`src/rtl/decode_pkg.sv`:
```
// Shared types and constants for the two-wide RV32I R-type decode stage.
package decode_pkg;

  localparam int XLEN = 32;
  localparam int REGW = 5;

  localparam logic [6:0] OPC_RTYPE = 7'b0110011;

  // ALU operation encoding; ALU_INV marks an empty slot.
  typedef enum logic [3:0] {
    ALU_ADD  = 4'h0,
    ALU_SUB  = 4'h1,
    ALU_SLL  = 4'h2,
    ALU_SLT  = 4'h3,
    ALU_SLTU = 4'h4,
    ALU_XOR  = 4'h5,
    ALU_SRL  = 4'h6,
    ALU_SRA  = 4'h7,
    ALU_OR   = 4'h8,
    ALU_AND  = 4'h9,
    ALU_INV  = 4'hF
  } alu_op_t;

  typedef enum logic [1:0] {
    PAIR  = 2'd0,
    SPLIT = 2'd1,
    DONE  = 2'd2
  } dec_state_t;

  typedef struct packed {
    logic            valid;
    logic [REGW-1:0] rd;
    logic [REGW-1:0] rs1;
    logic [REGW-1:0] rs2;
    alu_op_t         alu_op;
  } slot_t;

  localparam slot_t SLOT_EMPTY = '{valid: 1'b0, rd: 5'd0, rs1: 5'd0, rs2: 5'd0, alu_op: ALU_INV};

endpackage

```
`src/rtl/dual_issue_decode_if.sv`:
```
// Fetch-to-decode bundle: instruction pair in, stall and two issue slots out.
interface dual_issue_decode_if;
  import decode_pkg::*;

  logic [XLEN-1:0] instr1;
  logic [XLEN-1:0] instr2;
  logic            fetch_finish;
  logic            stall;
  logic            s0_valid;
  logic [REGW-1:0] s0_rd;
  logic [REGW-1:0] s0_rs1;
  logic [REGW-1:0] s0_rs2;
  alu_op_t         s0_alu_op;
  logic            s1_valid;
  logic [REGW-1:0] s1_rd;
  logic [REGW-1:0] s1_rs1;
  logic [REGW-1:0] s1_rs2;
  alu_op_t         s1_alu_op;
  logic            illegal;
  logic            done;

  // Fetch side
  modport master (
    output instr1, instr2, fetch_finish,
    input  stall, s0_valid, s0_rd, s0_rs1, s0_rs2, s0_alu_op,
    input  s1_valid, s1_rd, s1_rs1, s1_rs2, s1_alu_op, illegal, done
  );

  // Decode side
  modport slave (
    input  instr1, instr2, fetch_finish,
    output stall, s0_valid, s0_rd, s0_rs1, s0_rs2, s0_alu_op,
    output s1_valid, s1_rd, s1_rs1, s1_rs2, s1_alu_op, illegal, done
  );

endinterface

```
`src/rtl/rtype_decoder.sv`:
```
// Combinational single-word RV32I R-type decoder.
module rtype_decoder
  import decode_pkg::*;
(
  input  logic [XLEN-1:0] word,
  output slot_t           slot,
  output logic            illegal
);

  logic [6:0] opcode_s;
  logic [6:0] funct7_s;
  logic [2:0] funct3_s;
  alu_op_t    op_s;

  assign opcode_s = word[6:0];
  assign funct3_s = word[14:12];
  assign funct7_s = word[31:25];

  // Map {funct7, funct3} onto the ALU op; unsupported combinations yield ALU_INV
  always_comb begin
    op_s = ALU_INV;
    case ({funct7_s, funct3_s})
      {7'h00, 3'h0}: op_s = ALU_ADD;
      {7'h20, 3'h0}: op_s = ALU_SUB;
      {7'h00, 3'h1}: op_s = ALU_SLL;
      {7'h00, 3'h2}: op_s = ALU_SLT;
      {7'h00, 3'h3}: op_s = ALU_SLTU;
      {7'h00, 3'h4}: op_s = ALU_XOR;
      {7'h00, 3'h5}: op_s = ALU_SRL;
      {7'h20, 3'h5}: op_s = ALU_SRA;
      {7'h00, 3'h6}: op_s = ALU_OR;
      {7'h00, 3'h7}: op_s = ALU_AND;
      default:       op_s = ALU_INV;
    endcase
  end

  // Build the slot: bubbles are silent, anything else not R-type is flagged
  always_comb begin
    slot    = SLOT_EMPTY;
    illegal = 1'b0;
    if (word == {XLEN{1'b0}}) begin
      slot    = SLOT_EMPTY;
      illegal = 1'b0;
    end else if ((opcode_s != OPC_RTYPE) || (op_s == ALU_INV)) begin
      slot    = SLOT_EMPTY;
      illegal = 1'b1;
    end else begin
      slot.valid  = 1'b1;
      slot.rd     = word[11:7];
      slot.rs1    = word[19:15];
      slot.rs2    = word[24:20];
      slot.alu_op = op_s;
      illegal     = 1'b0;
    end
  end

endmodule

```
`src/rtl/dual_issue_decode.sv`:
```
// Two-wide decode stage: issues independent pairs together, splits dependent
// pairs over two cycles while stalling fetch, and latches a sticky done.
module dual_issue_decode
  import decode_pkg::*;
(
  input  logic                clk,
  input  logic                rst,
  dual_issue_decode_if.slave  bus
);

  slot_t      dec1_s;
  slot_t      dec2_s;
  logic       ill1_s;
  logic       ill2_s;
  logic       hazard_s;
  logic       stall_s;

  dec_state_t state_r;
  slot_t      hold_r;
  slot_t      slot0_r;
  slot_t      slot1_r;
  logic       illegal_r;
  logic       done_r;

  rtype_decoder u_dec1 (.word(bus.instr1), .slot(dec1_s), .illegal(ill1_s));
  rtype_decoder u_dec2 (.word(bus.instr2), .slot(dec2_s), .illegal(ill2_s));

  // RAW or WAW against a non-zero destination of the older instruction
  assign hazard_s = dec1_s.valid && dec2_s.valid && (dec1_s.rd != 5'd0) &&
                    ((dec2_s.rs1 == dec1_s.rd) || (dec2_s.rs2 == dec1_s.rd) ||
                     (dec2_s.rd == dec1_s.rd));

  // Stall fetch only in the cycle a hazardous pair is first seen
  always_comb begin
    if (rst) begin
      stall_s = 1'b0;
    end else if ((state_r == PAIR) && hazard_s) begin
      stall_s = 1'b1;
    end else begin
      stall_s = 1'b0;
    end
  end

  // Decode FSM with registered slot, illegal and done outputs
  always_ff @(posedge clk) begin
    if (rst) begin
      state_r   <= PAIR;
      hold_r    <= SLOT_EMPTY;
      slot0_r   <= SLOT_EMPTY;
      slot1_r   <= SLOT_EMPTY;
      illegal_r <= 1'b0;
      done_r    <= 1'b0;
    end else begin
      case (state_r)
        PAIR: begin
          slot0_r <= dec1_s;
          if (hazard_s) begin
            slot1_r   <= SLOT_EMPTY;
            hold_r    <= dec2_s;
            illegal_r <= 1'b0;
            state_r   <= SPLIT;
          end else begin
            slot1_r   <= dec2_s;
            hold_r    <= SLOT_EMPTY;
            illegal_r <= ill1_s | ill2_s;
            if (bus.fetch_finish) begin
              state_r <= DONE;
              done_r  <= 1'b1;
            end else begin
              state_r <= PAIR;
            end
          end
        end
        SPLIT: begin
          slot0_r   <= hold_r;
          slot1_r   <= SLOT_EMPTY;
          hold_r    <= SLOT_EMPTY;
          illegal_r <= 1'b0;
          if (bus.fetch_finish) begin
            state_r <= DONE;
            done_r  <= 1'b1;
          end else begin
            state_r <= PAIR;
          end
        end
        DONE: begin
          slot0_r   <= SLOT_EMPTY;
          slot1_r   <= SLOT_EMPTY;
          hold_r    <= SLOT_EMPTY;
          illegal_r <= 1'b0;
          done_r    <= 1'b1;
          state_r   <= DONE;
        end
        default: begin
          slot0_r   <= SLOT_EMPTY;
          slot1_r   <= SLOT_EMPTY;
          hold_r    <= SLOT_EMPTY;
          illegal_r <= 1'b0;
          done_r    <= 1'b0;
          state_r   <= PAIR;
        end
      endcase
    end
  end

  assign bus.stall     = stall_s;
  assign bus.s0_valid  = slot0_r.valid;
  assign bus.s0_rd     = slot0_r.rd;
  assign bus.s0_rs1    = slot0_r.rs1;
  assign bus.s0_rs2    = slot0_r.rs2;
  assign bus.s0_alu_op = slot0_r.alu_op;
  assign bus.s1_valid  = slot1_r.valid;
  assign bus.s1_rd     = slot1_r.rd;
  assign bus.s1_rs1    = slot1_r.rs1;
  assign bus.s1_rs2    = slot1_r.rs2;
  assign bus.s1_alu_op = slot1_r.alu_op;
  assign bus.illegal   = illegal_r;
  assign bus.done      = done_r;

endmodule

```
`src/flat_wrapper.sv`:
```
// flat-port wrapper written by rule: the top's interface ports become plain ports
module dual_issue_decode_flat import decode_pkg::*;
  (clk, rst, bus_instr1, bus_instr2, bus_fetch_finish, bus_stall, bus_s0_valid, bus_s0_rd, bus_s0_rs1, bus_s0_rs2, bus_s0_alu_op, bus_s1_valid, bus_s1_rd, bus_s1_rs1, bus_s1_rs2, bus_s1_alu_op, bus_illegal, bus_done);
  dual_issue_decode_if bus_i ();
  input  logic clk;
  input  logic rst;
  input wire logic [$bits(bus_i.instr1)-1:0] bus_instr1;
  input wire logic [$bits(bus_i.instr2)-1:0] bus_instr2;
  input wire logic [$bits(bus_i.fetch_finish)-1:0] bus_fetch_finish;
  output wire logic [$bits(bus_i.stall)-1:0] bus_stall;
  output wire logic [$bits(bus_i.s0_valid)-1:0] bus_s0_valid;
  output wire logic [$bits(bus_i.s0_rd)-1:0] bus_s0_rd;
  output wire logic [$bits(bus_i.s0_rs1)-1:0] bus_s0_rs1;
  output wire logic [$bits(bus_i.s0_rs2)-1:0] bus_s0_rs2;
  output wire logic [$bits(bus_i.s0_alu_op)-1:0] bus_s0_alu_op;
  output wire logic [$bits(bus_i.s1_valid)-1:0] bus_s1_valid;
  output wire logic [$bits(bus_i.s1_rd)-1:0] bus_s1_rd;
  output wire logic [$bits(bus_i.s1_rs1)-1:0] bus_s1_rs1;
  output wire logic [$bits(bus_i.s1_rs2)-1:0] bus_s1_rs2;
  output wire logic [$bits(bus_i.s1_alu_op)-1:0] bus_s1_alu_op;
  output wire logic [$bits(bus_i.illegal)-1:0] bus_illegal;
  output wire logic [$bits(bus_i.done)-1:0] bus_done;
  assign bus_i.instr1 = bus_instr1;
  assign bus_i.instr2 = bus_instr2;
  assign bus_i.fetch_finish = bus_fetch_finish;
  assign bus_stall = bus_i.stall;
  assign bus_s0_valid = bus_i.s0_valid;
  assign bus_s0_rd = bus_i.s0_rd;
  assign bus_s0_rs1 = bus_i.s0_rs1;
  assign bus_s0_rs2 = bus_i.s0_rs2;
  assign bus_s0_alu_op = bus_i.s0_alu_op;
  assign bus_s1_valid = bus_i.s1_valid;
  assign bus_s1_rd = bus_i.s1_rd;
  assign bus_s1_rs1 = bus_i.s1_rs1;
  assign bus_s1_rs2 = bus_i.s1_rs2;
  assign bus_s1_alu_op = bus_i.s1_alu_op;
  assign bus_illegal = bus_i.illegal;
  assign bus_done = bus_i.done;
  dual_issue_decode u_core (.clk(clk), .rst(rst), .bus(bus_i));
endmodule
```
`config.mk`:
```
export PLATFORM = sky130hd
export DESIGN_NAME = dual_issue_decode_flat
export DESIGN_NICKNAME = d
export VERILOG_FILES = /design/src/rtl/decode_pkg.sv /design/src/rtl/dual_issue_decode_if.sv /design/src/rtl/rtype_decoder.sv /design/src/rtl/dual_issue_decode.sv /design/src/flat_wrapper.sv
export SDC_FILE = /design/constraint.sdc
export NUM_CORES = 1
export LEC_CHECK = 0
export ABC_AREA = 1
export CAP_MARGIN = 20
export CORE_MARGIN = 8
export CORE_UTILIZATION = 30
export DETAILED_ROUTE_END_ITERATION = 16
export HOLD_SLACK_MARGIN = 0.15
export PLACE_DENSITY = 0.67
export SETUP_SLACK_MARGIN = 0.1
export SLEW_MARGIN = 5
export SYNTH_ARGS = -nofsm -noshare
export SYNTH_HDL_FRONTEND = slang
export SYNTH_SLANG_ARGS = --single-unit
```
`constraint.sdc`:
```
create_clock -name clk -period 4.4 [get_ports clk]
set_input_delay 1.32 -clock clk [delete_from_list [all_inputs] [get_ports clk]]
set_output_delay 1.32 -clock clk [all_outputs]
set_load 0.02 [all_outputs]
```
== Word level (Yosys, flattened, before mapping) ==
Cells that the tools add are included.
W data, S select, Z words.

* Bitwise operators: 3
* Equality and inequality tests: 28
* Reductions and logical operators: 16
* Mux-type cells: 19

{| class="wikitable"
|+ Operators by type and width
! operator !! count
|-
| $eq A10 B3 Y1 const B || 8
|-
| $mux W20 || 4
|-
| $pmux W4 S10 || 2
|-
| $logic_not A32 Y1 || 2
|-
| $eq A10 B2 Y1 const B || 4
|-
| $eq A10 B9 Y1 const B || 4
|-
| $pmux W20 S2 || 1
|-
| $eq A10 B1 Y1 const B || 2
|-
| $logic_not A10 Y1 || 2
|-
| $eq A5 B5 Y1 || 3
|-
| $ne A7 B6 Y1 const B || 2
|-
| $eq A4 B4 Y1 const B || 2
|-
| $mux W1 || 8
|-
| $pmux W2 S3 || 1
|-
| $reduce_or A3 Y1 || 2
|-
| $reduce_bool A5 Y1 || 1
|-
| $logic_and A1 B1 Y1 || 4
|-
| $logic_or A1 B1 Y1 || 4
|-
| $mux W2 || 2
|-
| $pmux W1 S3 || 1
|-
| $eq A2 B1 Y1 const B || 1
|-
| $eq A2 B2 Y1 const B || 1
|-
| $logic_not A2 Y1 || 1
|-
| $ne A2 B2 Y1 const B || 1
|-
| other kinds (2) || 3
|}

* Output and inout bits: 43
* Input bits: 67
* Register bits after elaboration: 64

== Logic depth before layout (Yosys ltp) ==
Gate-level depths: netlist of the first run.

* Depth after elaboration: 13
* Depth in mapped cells: 20
* Depth with buffers taken out: 19

== Hierarchy ==
A second synthesis of the first run with hierarchy kept.

* Cells, all modules: 454
* Area total of the unflattened synthesis: 3248.1 um2

{| class="wikitable"
|+ By module, submodules not included
! module !! cells each !! times used !! sequential area each (um2) !! area an instance (um2)
|-
| dual_issue_decode || 246 || 1 || 1281.2 || 2234.6
|-
| rtype_decoder || 104 || 2 || 0.0 || 506.7
|}

== Worst setup path before layout of the first run ==
No wires, ideal clock.

* Kind: input to output
* From: input port bus_instr1[29]
* To: output port bus_stall
* Cell stages on the path: 17
* Setup slack: 0.267 ns
* Arrival: 2.813 ns
* Required time: 3.080 ns
* Cell sequence: nor2_1 nand2_1 inv_2 nand2_1 nor2_1 nor2_2 nand2_4 nand2_2 inv_2 nand2_2 nand2_1 nand2_1 nor2_1 nand3_1 nand3_2 nand2_4 nor2_8

* Longest elaborated chain between the ends: 13
* Elaborated cells on any way between the ends: 28
* Those cells by class: eq/ne (13); mux (5); reduce/logical (10)

{| class="wikitable"
|+ Ends and longest elaborated chain
! what !! line !! source
|-
| start: declaration || flat_wrapper.sv:7 || <nowiki>input wire logic [$bits(bus_i.instr1)-1:0] bus_instr1;</nowiki>
|-
| $eq A10 B3 Y1, or another cell as far along || rtype_decoder.sv:22 || <nowiki>case ({funct7_s, funct3_s})</nowiki>
|-
| $pmux W4 S10 || rtype_decoder.sv:22 ||
|-
| $eq A4 B4 Y1 || rtype_decoder.sv:44 || <nowiki>end else if ((opcode_s != OPC_RTYPE) || (op_s == ALU_INV)) begin</nowiki>
|-
| $logic_or A1 B1 Y1 || rtype_decoder.sv:44 ||
|-
| $mux W20 || rtype_decoder.sv:44 ||
|-
| $mux W20 (*) || rtype_decoder.sv:41 || <nowiki>if (word == {XLEN{1'b0}}) begin</nowiki>
|-
| $eq A5 B5 Y1 || dual_issue_decode.sv:30 || <nowiki>((dec2_s.rs1 == dec1_s.rd) || (dec2_s.rs2 == dec1_s.rd) ||</nowiki>
|-
| $logic_or A1 B1 Y1 (2 in series) || dual_issue_decode.sv:30 ||
|-
| $logic_and A1 B1 Y1 (*) || dual_issue_decode.sv:29 || <nowiki>assign hazard_s = dec1_s.valid && dec2_s.valid && (dec1_s.rd != 5'd0) &&</nowiki>
|-
| $logic_and A1 B1 Y1 (*) || dual_issue_decode.sv:37 || <nowiki>end else if ((state_r == PAIR) && hazard_s) begin</nowiki>
|-
| $mux W1 (*) || dual_issue_decode.sv:37 ||
|-
| $mux W1 (*) || dual_issue_decode.sv:35 || <nowiki>if (rst) begin</nowiki>
|-
| end: declaration || flat_wrapper.sv:10 || <nowiki>output wire logic [$bits(bus_i.stall)-1:0] bus_stall;</nowiki>
|}

Mark *: on every way between the ends. The rest lies on a longest branch, timed or not.

== Worst setup path after layout of the first run ==
* From: input port bus_instr2[26]
* To: output port bus_stall

* Longest elaborated chain between the ends: 13
* Elaborated cells on any way between the ends: 27
* Those cells by class: eq/ne (13); mux (5); reduce/logical (9)

{| class="wikitable"
|+ Ends and longest elaborated chain
! what !! line !! source
|-
| start: declaration || flat_wrapper.sv:8 || <nowiki>input wire logic [$bits(bus_i.instr2)-1:0] bus_instr2;</nowiki>
|-
| $eq A10 B3 Y1, or another cell as far along || rtype_decoder.sv:22 ||
|-
| $pmux W4 S10 || rtype_decoder.sv:22 ||
|-
| $eq A4 B4 Y1 || rtype_decoder.sv:44 ||
|-
| $logic_or A1 B1 Y1 || rtype_decoder.sv:44 ||
|-
| $mux W20 || rtype_decoder.sv:44 ||
|-
| $mux W20 (*) || rtype_decoder.sv:41 ||
|-
| $eq A5 B5 Y1 || dual_issue_decode.sv:30 ||
|-
| $logic_or A1 B1 Y1 (2 in series) || dual_issue_decode.sv:30 ||
|-
| $logic_and A1 B1 Y1 (*) || dual_issue_decode.sv:29 ||
|-
| $logic_and A1 B1 Y1 (*) || dual_issue_decode.sv:37 ||
|-
| $mux W1 (*) || dual_issue_decode.sv:37 ||
|-
| $mux W1 (*) || dual_issue_decode.sv:35 ||
|}

Marked as above.

==> results of run 1 <==
## metrics by stage
| stage | setup TNS [ps] | total power [mW] |
|---|---|---|
| finish | -51.5 | 1.23 |
| global route | -177 | 1.29 |
| CTS | -60.8 | 1.22 |
| detailed placement | -1120 | 0.744 |
| global placement | -1040 | 0.742 |
| floorplan | 0 | 0.631 |
## how the worst max path moves through the flow
stage / from / to / slack (ps) / cells after the start
5_1_grt: bus_instr1[29] / bus_stall / -180 / 16
6_report: bus_instr2[26] / bus_stall / -50 / 16
3_5_place_dp: bus_instr1[12] / bus_stall / -1120 / 18
3_3_place_gp: bus_instr1[12] / bus_stall / -1040 / 18
4_1_cts: bus_instr1[26] / bus_stall / -60 / 16
2_1_floorplan: bus_instr1[29] / bus_stall / 270 / 17
## routing by layer
metal	part of all wire [%]	vias to the layer above	wire length [um]	global-route usage (%)
li1	-	1827	-	-
met1	40	1734	5310	21.4
met2	50	139	6740	34.6
met3	6.6	39	884	5.42
met4	3.5	0	464	9.59
met5	0	-	0	0
## tightest hold or removal path, cell delays in order, from the launching register on
cell,delay [ps]
dfxtp_1,310
nand2_1,60
a21oi_1,60
## synthesized netlist by cell type, types with 3 or more instances
cell type / n
dfxtp_1: 64
nor2_1: 61
clkbuf_1: 5
a21oi_1: 13
nor4_1: 9
nor3_1: 3
inv_1: 45
nand2_1: 83
nand2_4: 3
o22ai_1: 3
nand3_1: 50
nor2_2: 15
nand4_1: 4
nand2_2: 5
o21ai_0: 9
inv_2: 6
nand3_2: 5
## registers in the layout (all words and copies together), names as in the netlist
name / cells
u_core.bus.s1_rs1: 5
u_core.hold_r: 20
u_core.bus.s1_alu_op: 4
u_core.bus.s1_rd: 5
u_core.state_r: 2
u_core.bus.s1_rs2: 5
u_core.bus.s0_alu_op: 4
u_core.bus.s0_rd: 5
u_core.bus.illegal: 1
u_core.bus.s0_rs2: 5
u_core.bus.s0_rs1: 5
u_core.bus.s0_valid: 1
u_core.bus.done: 1
u_core.bus.s1_valid: 1
## logic make-up after synthesis
group	Yosys count	synth area share (%)
flip-flops	64	42.8
AND/OR/NAND/NOR	247	40.5
buffers and inverters	61	8.44
XOR/XNOR	3	0.878
AO/OA/AOI/OAI	34	7.36
## layout make-up
type                    instances  area [um^2]
clock buffers                   9          124
clock inverters                 7         47.5
fillers                       870         3850
inverters                      52          218
multi-input cells             286         1890
flip-flops and latches         64         1280
well taps                     133          166
repair buffers                250         2150
## power groups by stage
stage	Combinational, mW	Sequential [mW]	Clock [mW]
2_1_floorplan	0.0341	0.597	0
3_3_place_gp	0.147	0.596	0
3_5_place_dp	0.148	0.596	0
4_1_cts	0.178	0.582	0.457
5_1_grt	0.214	0.582	0.489
6_report	0.202	0.582	0.451
## repair_timing
item,CTS,global route
resized for setup,183,59
pin swaps,62,41
buffers inserted,76,5
setup endpoints to repair,1,2
cloned,3,0
==> reports/qor.yml, run 1 <==
whs_endpoint: "u_core.bus.s0_rs1[0]"
start_kind: "primary input"
hold_path_class: "flop to flop"
status: "complete, but fails checks"
switching_power_mw: 0.343
grt_setup_unrepaired: "true"
core_um2: 9730
path_max_fanout: 6
design.portCount: 110
ys_seq_elements: 64
arrival_ps: 3130
final_common_cell: "buf_4"
grt_overflow_total: 0
setup_viol: 1
rows: 36
grt_max_degree: 17
ys_seq_area_share_pct: 42.8
hold_violations: 0
port_buffers: 109
crit_slowest_cell: "nor2_4"
clk_pin_slew_ps: 70
start_util_pct: 30.8
tightest_slew_ps: 828
clock_latency_ps: 340
fin_crit_ps: 4450
p_leak_nw: 2.69
final_core_util_pct: 60.4
cts_buffers: 9
cts_sinks: 64
worstPathRequired_ps: 3080
die_area_um2: 13400
cp_num_buf_inv: 3
route.vias.total: 3739
pwr-share-clk_pct: 36.5
power.density_nw_per_um2: 210
max_freq_mhz: 225
htreeDepth: 3
holdWs_ps: 462
postSynthNetCount: 476
yosysTopAreaCell: "dfxtp_1"
synthCells: 409
ys_async_sr_fraction_pct: 0
crit_top_cell: "nor2_4"
fin_crit_sh_pct: 101
drc: 0
switching_share_pct: 27.8
fin_skew_ps: 7.31
synth_warnings: 0
place_inst: 703
dp.final_hpwl_um: 8430
r2r_start: "u_core.state_r[0]"
ys_top_cells_by_area: "dfxtp_1 43%, nand2_1 10%, nand3_1 8.4%, nor2_1 7.6%, inv_1 5.6%"
dieHeight_um: 116
cts_tree: "done"
grt_pass1_wl_um: 20500
design_area_um2: 5880
routed_wirelength_um: 13400
place_worst_setup_slack_ps: -1120
track_usage_pct: 19.7
ys_types: 37
min-delay-start: "u_core.hold_r[9]"
final_nets: 730
drtIter0Drc: 169
r2r_end: "u_core.bus.s0_alu_op[0]"
ys.flop_type: "dfxtp_1"
synth_top_area_share_pct: 42.8
drt_first_pass_iters: 6
fin_ws_ps: -51.5
grt_antenna_before_repair: 0
cp-end-kind: "output pin"
p_int_mw: 0.892
path_class: "primary input to output pin"
syn_to_final_growth_pct: 96.4
grt_pass1_vias: 4037
combPwrFrac_pct: 16.4
syn_avg_cell_area_um2: 7.32
place_congestion: 0.888
holdPathStages: 2
violations: "setup timing"
clockRootBuffer: "clkbuf_8"
cpPeakStageDelay_ps: 200
cap_violations: 0
slew_viol_final: 0
clockBufferDepth: 2
maxSlewHeadroom_pct: 44.6
synth_edf_count: 0
drive_above_1_share_pct: 43.9
viasPerCell: 4.67
antennaDiodeCount: 0
hold_buffers: 0
die_x_um: 116
crit_family: "simple AND/OR/NAND/NOR gates"
fin_cells: 801
dpl_cell_area_um2: 4650
rrSetupSlack_ps: 2600
syn_area_um2: 2990
layout_common_cells: "133 x buf_4, 74 x clkdlybuf4s50_1, 65 x nand2_1, 64 x dfxtp_1, 38 x nor2_1"
wl_per_cell_um: 16.7
p_seq_share_pct: 47.1
crit_chain: "buf_6 > nor2_4 > nand2_4 > nor2_4 > nand3_4 > nand3_4 > nor2_4 > buf_6 > nor2_4 > nand2_2 > xor2_2 > nand3_2 > nand3_4 > nand2_4 > nor2_8 > buf_6"
rr_worst_depth: 5
ant_nets: 0
worst_ir_drop_vdd_uv: 114
(Power assumes the default switching activity.)
==> run 2: changes to the inputs <==
- GPL_ROUTABILITY_DRIVEN: default -> 0
==> run 2 against run 1 <==
  * The run still ends with setup timing left
  * Global-route usage fell by 3.4 points
  * Worst setup slack got worse by 2.0 ps
  * Power rose by 8.3%
  * Core utilization fell by 3.9 points
  * Sequential share of layout area rose by 1.5 points
  * Critical path depth rose by 1
  * Clock power rose by 27%
  * Sequential cell count did not move
  * Clock skew rose by 4.6 ps
  * Worst hold slack got worse by 11 ps
  * Largest cell class is now multi-input gates
  * Highest routed layer unchanged
==> reports/qor.yml, run 2 (synthesis results as in run 1) <==
max_freq_mhz: 225  # about the same
layout_common_cells: "95 x buf_4, 74 x clkdlybuf4s50_1, 69 x nand2_1, 64 x dfxtp_1, 41 x nor2_1"
path_class: "primary input to output pin"
fin_ws_ps: -53.5  # -1.98 ps
design_area_um2: 5500  # -6.4%
power.density_nw_per_um2: 243  # +16%
p_leak_nw: 2.46  # -8.4%
final_common_cell: "buf_4"
start_util_pct: 30.8  # unchanged
p_int_mw: 0.999  # +12%
die_x_um: 116  # unchanged
syn_to_final_growth_pct: 83.8
grt_pass1_vias: 3653  # -9.5%
holdWs_ps: 451  # -11.3 ps
viasPerCell: 4.69  # +0.37%
final_core_util_pct: 56.6  # -3.9 points
p_seq_share_pct: 43.6  # -3.5 points
die_area_um2: 13400  # unchanged
dp.final_hpwl_um: 8140  # -3.4%
dieHeight_um: 116  # unchanged
start_kind: "primary input"
place_inst: 702  # -0.14%
power.total_mw: 1.34  # +8.3%
grt_setup_unrepaired: "true"
rrSetupSlack_ps: 2740  # +140 ps
final_nets: 688  # -5.8%
top_register: "u_core.hold_r"
dpl_cell_area_um2: 4650  # -0.16%
cp-end-kind: "output pin"
fin_tns_setup_ps: -53.5  # -1.98 ps
cts_sinks: 64  # unchanged
status: "complete, but fails checks"
switching_power_mw: 0.337  # -1.6%
fin_cells: 759  # -5.2%
hold_buffers: 0  # unchanged
tightest_slew_ps: 750  # -78.3 ps
ant_nets: 0  # unchanged
switching_share_pct: 25.2  # -2.5 points
drt_first_pass_iters: 5  # -1
wl_per_cell_um: 15.0  # -10%
largest_reg_flops: 20  # unchanged
grt_antenna_before_repair: 0  # unchanged
htreeDepth: 3  # unchanged
path_max_fanout: 6  # unchanged
fillCellCount: 860  # -1.1%
worst_ir_drop_vdd_uv: 134  # +18%
cts_buffers: 9  # unchanged
track_usage_pct: 16.3  # -3.4 points
cap_violations: 0  # unchanged
hold_path_class: "flop to flop"
core_um2: 9730  # unchanged
cts_tree: "done"
clock_latency_ps: 350  # about the same
fin_crit_sh_pct: 101  # about the same
combPwrFrac_pct: 13.4  # -3.0 points
grt_overflow_total: 0  # unchanged
place_worst_setup_slack_ps: -933  # +183 ps
violations: "setup timing"
drive_above_1_share_pct: 38.3  # -5.5 points
grt_max_degree: 17  # unchanged
route.vias.total: 3556  # -4.9%
maxSlewHeadroom_pct: 49.8  # +5.2 points
routed_wirelength_um: 11400  # -15%
pwr-share-clk_pct: 43.0  # +6.5 points
arrival_ps: 3130  # about the same
worstPathRequired_ps: 3080  # about the same
drtIter0Drc: 285  # +69%
clockBufferDepth: 2  # unchanged
hold_violations: 0  # unchanged
rows: 36  # unchanged
design.portCount: 110  # unchanged
fin_skew_ps: 11.9  # +4.61 ps
port_buffers: 109  # unchanged
setup_viol: 1  # unchanged
slew_viol_final: 0  # unchanged
antennaDiodeCount: 0  # unchanged
clk_pin_slew_ps: 80  # about the same
clockRootBuffer: "clkbuf_8"
drc: 0  # unchanged
fin_crit_ps: 4450  # +1.98 ps
grt_pass1_wl_um: 17300  # -16%
==> run 2: changes by cell type in the layout (fill, tap and decap cells not counted), moves of 3 or more <==
cell,previous run,this run
clkinv_2,3,0
nor2_1,38,41
buf_4,133,95
buf_6,19,11
buf_2,6,10
inv_4,9,5
nand2_1,65,69
inv_1,32,35
==> run 2: worst paths after layout <==
| kind | to | depth (start not counted) | startpoint |
|---|---|---|---|
| max | bus_stall | 17 | bus_instr1[27] |
| min | u_core.bus.s0_rs2[3] | 2 | u_core.hold_r[7] |
| max reg2reg | u_core.bus.s0_alu_op[0] | 5 | u_core.state_r[0] |
| min reg2reg | u_core.bus.s0_rs2[3] | 2 | u_core.hold_r[7] |
==> run 2: cell type report <==
class                           count  area (um^2)  share of cell area, %
Timing Repair Buffer              208         1790                   32.5
Inverter                           52          213                   3.86
Multi-Input combinational cell    286         1830                   33.2
Clock inverter                      7          103                   1.86
Clock buffer                        9          124                   2.25
Sequential cell                    64         1280                   23.3
Tap cell                          133          166                   3.02
==> run 2: layer usage <==
layer / global-route usage [%] / share of wire, % / wire length, um / up-vias
met5: 0 / 0 / 0 / -
met4: 5.62 / 1.9 / 212 / 0
met3: 5.78 / 8.9 / 1010 / 28
met2: 27.4 / 48 / 5520 / 147
met1: 18.7 / 41 / 4660 / 1631
li1: - / - / - / 1750
==> run 2: power by group through the flow <==
stage	sequential, mW	combinational [mW]	clock (mW)
5_1_grt	0.582	0.191	0.613
4_1_cts	0.582	0.166	0.585
6_report	0.582	0.179	0.575
2_1_floorplan	0.597	0.0341	0
3_5_place_dp	0.596	0.146	0
3_3_place_gp	0.596	0.144	0
==> run 2: timing repair <==
action / CTS / global route
pin swaps: 53 / 39
gates resized for setup: 174 / 40
endpoints found under the setup margin: 1 / 1
buffers inserted: 32 / 6
cloned: 2 / 1
==> run 2: critical path, cell delays in order <==
cell,delay [ps]
buf_2,120
nor2_4,100
nand2_4,100
nor2_2,130
nand2_1,100
nand2_1,90
nor2_2,50
nand2_4,150
nand3_4,130
nand3_1,100
nand2_1,60
nor2_1,140
nand3_1,120
nand3_2,120
nand2_4,80
nor2_8,90
buf_6,120
==> run 3: changes to the inputs <==
- CORE_ASPECT_RATIO: default -> 1.2
==> run 3 against run 2 <==
  * The run still ends with setup timing left
  * Via count is 4.6% higher
  * Count of clock-buffer cells in the layout increased by 3
  * Fmax is 0.68% lower
  * Die area about the same
  * Worst setup slack lost 31 ps
  * Sequential power hardly changed
  * Sequential cell count is the same
  * Clock power increased by 15%
  * Register-to-register slack hardly changed
  * Critical path depth increased by 2
  * Power rose by 7.4%
  * Core utilization is 3.0 points higher
  * Critical path type unchanged
  * Largest cell class is now non-clock buffers
==> reports/qor.yml, run 3 (synthesis results as in run 1) <==
syn_to_final_growth_pct: 96.3
power.density_nw_per_um2: 244  # +0.60%
rows: 40  # +11%
worst_ir_drop_vdd_uv: 150  # +12%
hold_path_class: "flop to flop"
grt_antenna_before_repair: 0  # unchanged
die_area_um2: 13400  # about the same
antennaDiodeCount: 0  # unchanged
p_int_mw: 1.09  # +9.4%
cts_tree: "done"
grt_max_degree: 17  # unchanged
dieHeight_um: 125  # +8.2%
final_core_util_pct: 59.6  # +3.0 points
hold_violations: 0  # unchanged
dp.final_hpwl_um: 8060  # -0.99%
final_nets: 720  # +4.7%
status: "complete, but fails checks"
violations: "setup timing"
path_class: "primary input to output pin"
drc: 0  # unchanged
grt_overflow_total: 0  # unchanged
fin_ws_ps: -84.1  # -30.7 ps
fin_tns_setup_ps: -84.1  # -30.7 ps
setup_viol: 1  # unchanged
largest_reg_flops: 20  # unchanged
grt_pass1_wl_um: 19300  # +11%
grt_pass1_vias: 3969  # +8.7%
hold_buffers: 0  # unchanged
holdWs_ps: 458  # +7.27 ps
fin_crit_ps: 4480  # +30.7 ps
switching_power_mw: 0.343  # +1.6%
wl_per_cell_um: 16.1  # +7.4%
fillCellCount: 817  # -5.0%
max_freq_mhz: 223  # -0.68%
final_common_cell: "buf_4"
p_leak_nw: 2.64  # +7.1%
core_um2: 9860  # +1.3%
grt_setup_unrepaired: "true"
fin_cells: 784  # +3.3%
place_inst: 696  # -0.85%
drtIter0Drc: 185  # -35%
layout_common_cells: "125 x buf_4, 74 x clkdlybuf4s50_1, 66 x nand2_1, 64 x dfxtp_1, 40 x nor2_1"
tightest_slew_ps: 701  # -48.7 ps
route.vias.total: 3721  # +4.6%
power.total_mw: 1.44  # +7.4%
dpl_cell_area_um2: 4650  # about the same
clockBufferDepth: 2  # unchanged
pwr-share-clk_pct: 46.2  # +3.2 points
die_x_um: 107  # -7.5%
design_area_um2: 5880  # +6.8%
clockRootBuffer: "clkbuf_16"
top_register: "u_core.hold_r"
drive_above_1_share_pct: 42.7  # +4.4 points
track_usage_pct: 17.9  # +1.6 points
switching_share_pct: 23.9  # -1.4 points
fin_crit_sh_pct: 102  # +0.70 points
place_worst_setup_slack_ps: -988  # -54.6 ps
cp-end-kind: "output pin"
drt_first_pass_iters: 4  # -1
ant_nets: 0  # unchanged
start_kind: "primary input"
maxSlewHeadroom_pct: 53.1  # +3.3 points
clk_pin_slew_ps: 50  # -30 ps
combPwrFrac_pct: 13.2  # -0.2 points
p_seq_share_pct: 40.6  # -3.0 points
clock_latency_ps: 330  # -20 ps
path_max_fanout: 6  # unchanged
worstPathRequired_ps: 3080  # about the same
cap_violations: 0  # unchanged
start_util_pct: 30.4  # -0.41 points
arrival_ps: 3160  # +30 ps
cts_buffers: 9  # unchanged
design.portCount: 110  # unchanged
slew_viol_final: 0  # unchanged
routed_wirelength_um: 12700  # +11%
port_buffers: 109  # unchanged
cts_sinks: 64  # unchanged
viasPerCell: 4.75  # +1.3%
fin_skew_ps: 9.00  # -2.92 ps
htreeDepth: 3  # unchanged
-- run 3: path summary, 6_finish.rpt --
kind	start	end	slack, ps	cells after the start
max	bus_instr1[25]	bus_stall	-80	19
min	u_core.hold_r[11]	u_core.bus.s0_rs1[2]	460	2
max reg2reg	u_core.state_r[0]	u_core.bus.s0_alu_op[0]	2750	5
min reg2reg	u_core.hold_r[11]	u_core.bus.s0_rs1[2]	460	2
-- run 3: metal layers --
metal	wire [um]	track usage [%]
met1	4810	18.6
met5	0	0
met4	624	10.8
met3	877	4.57
met2	6340	31.3
-- run 3: what timing repair did --
item	4_1_cts	5_1_grt
setup buffers	65	10
pin swaps	52	51
setup endpoints to repair	1	3
gates cloned	1	0
gates resized for setup	170	56
-- run 3: area by class of cell --
cell class | instances | area [um^2] | share of cell area (%)
Inverter | 52 | 213 | 3.62
Sequential cell | 64 | 1280 | 21.8
Clock inverter | 4 | 28.8 | 0.490
Clock buffer | 12 | 256 | 4.36
Timing Repair Buffer | 241 | 2060 | 35.1
Tap cell | 126 | 158 | 2.68
Multi-Input combinational cell | 285 | 1880 | 32.0
-- run 3: power groups by stage --
stage	Combinational (mW)	Clock, mW	Sequential [mW]
after CTS	0.171	0.675	0.583
after global routing	0.201	0.696	0.584
final	0.189	0.663	0.584
after detailed placement	0.146	0	0.596
after global placement	0.145	0	0.596
after floorplan	0.0341	0	0.597
-- run 3: critical path: stages --
cell     delay, ps
buf_8          110
nor2_4         130
nand2_2         70
nor2_2         140
nand2_1        120
nand2_2        120
nor2_4          50
nand2_4        140
nand2_4         90
inv_4           80
nand2_4         60
nand2_2         70
nand2_2         50
nor2_2         120
nand3_2         80
nand3_2        110
nand2_4         80
nor2_8          90
buf_6          120
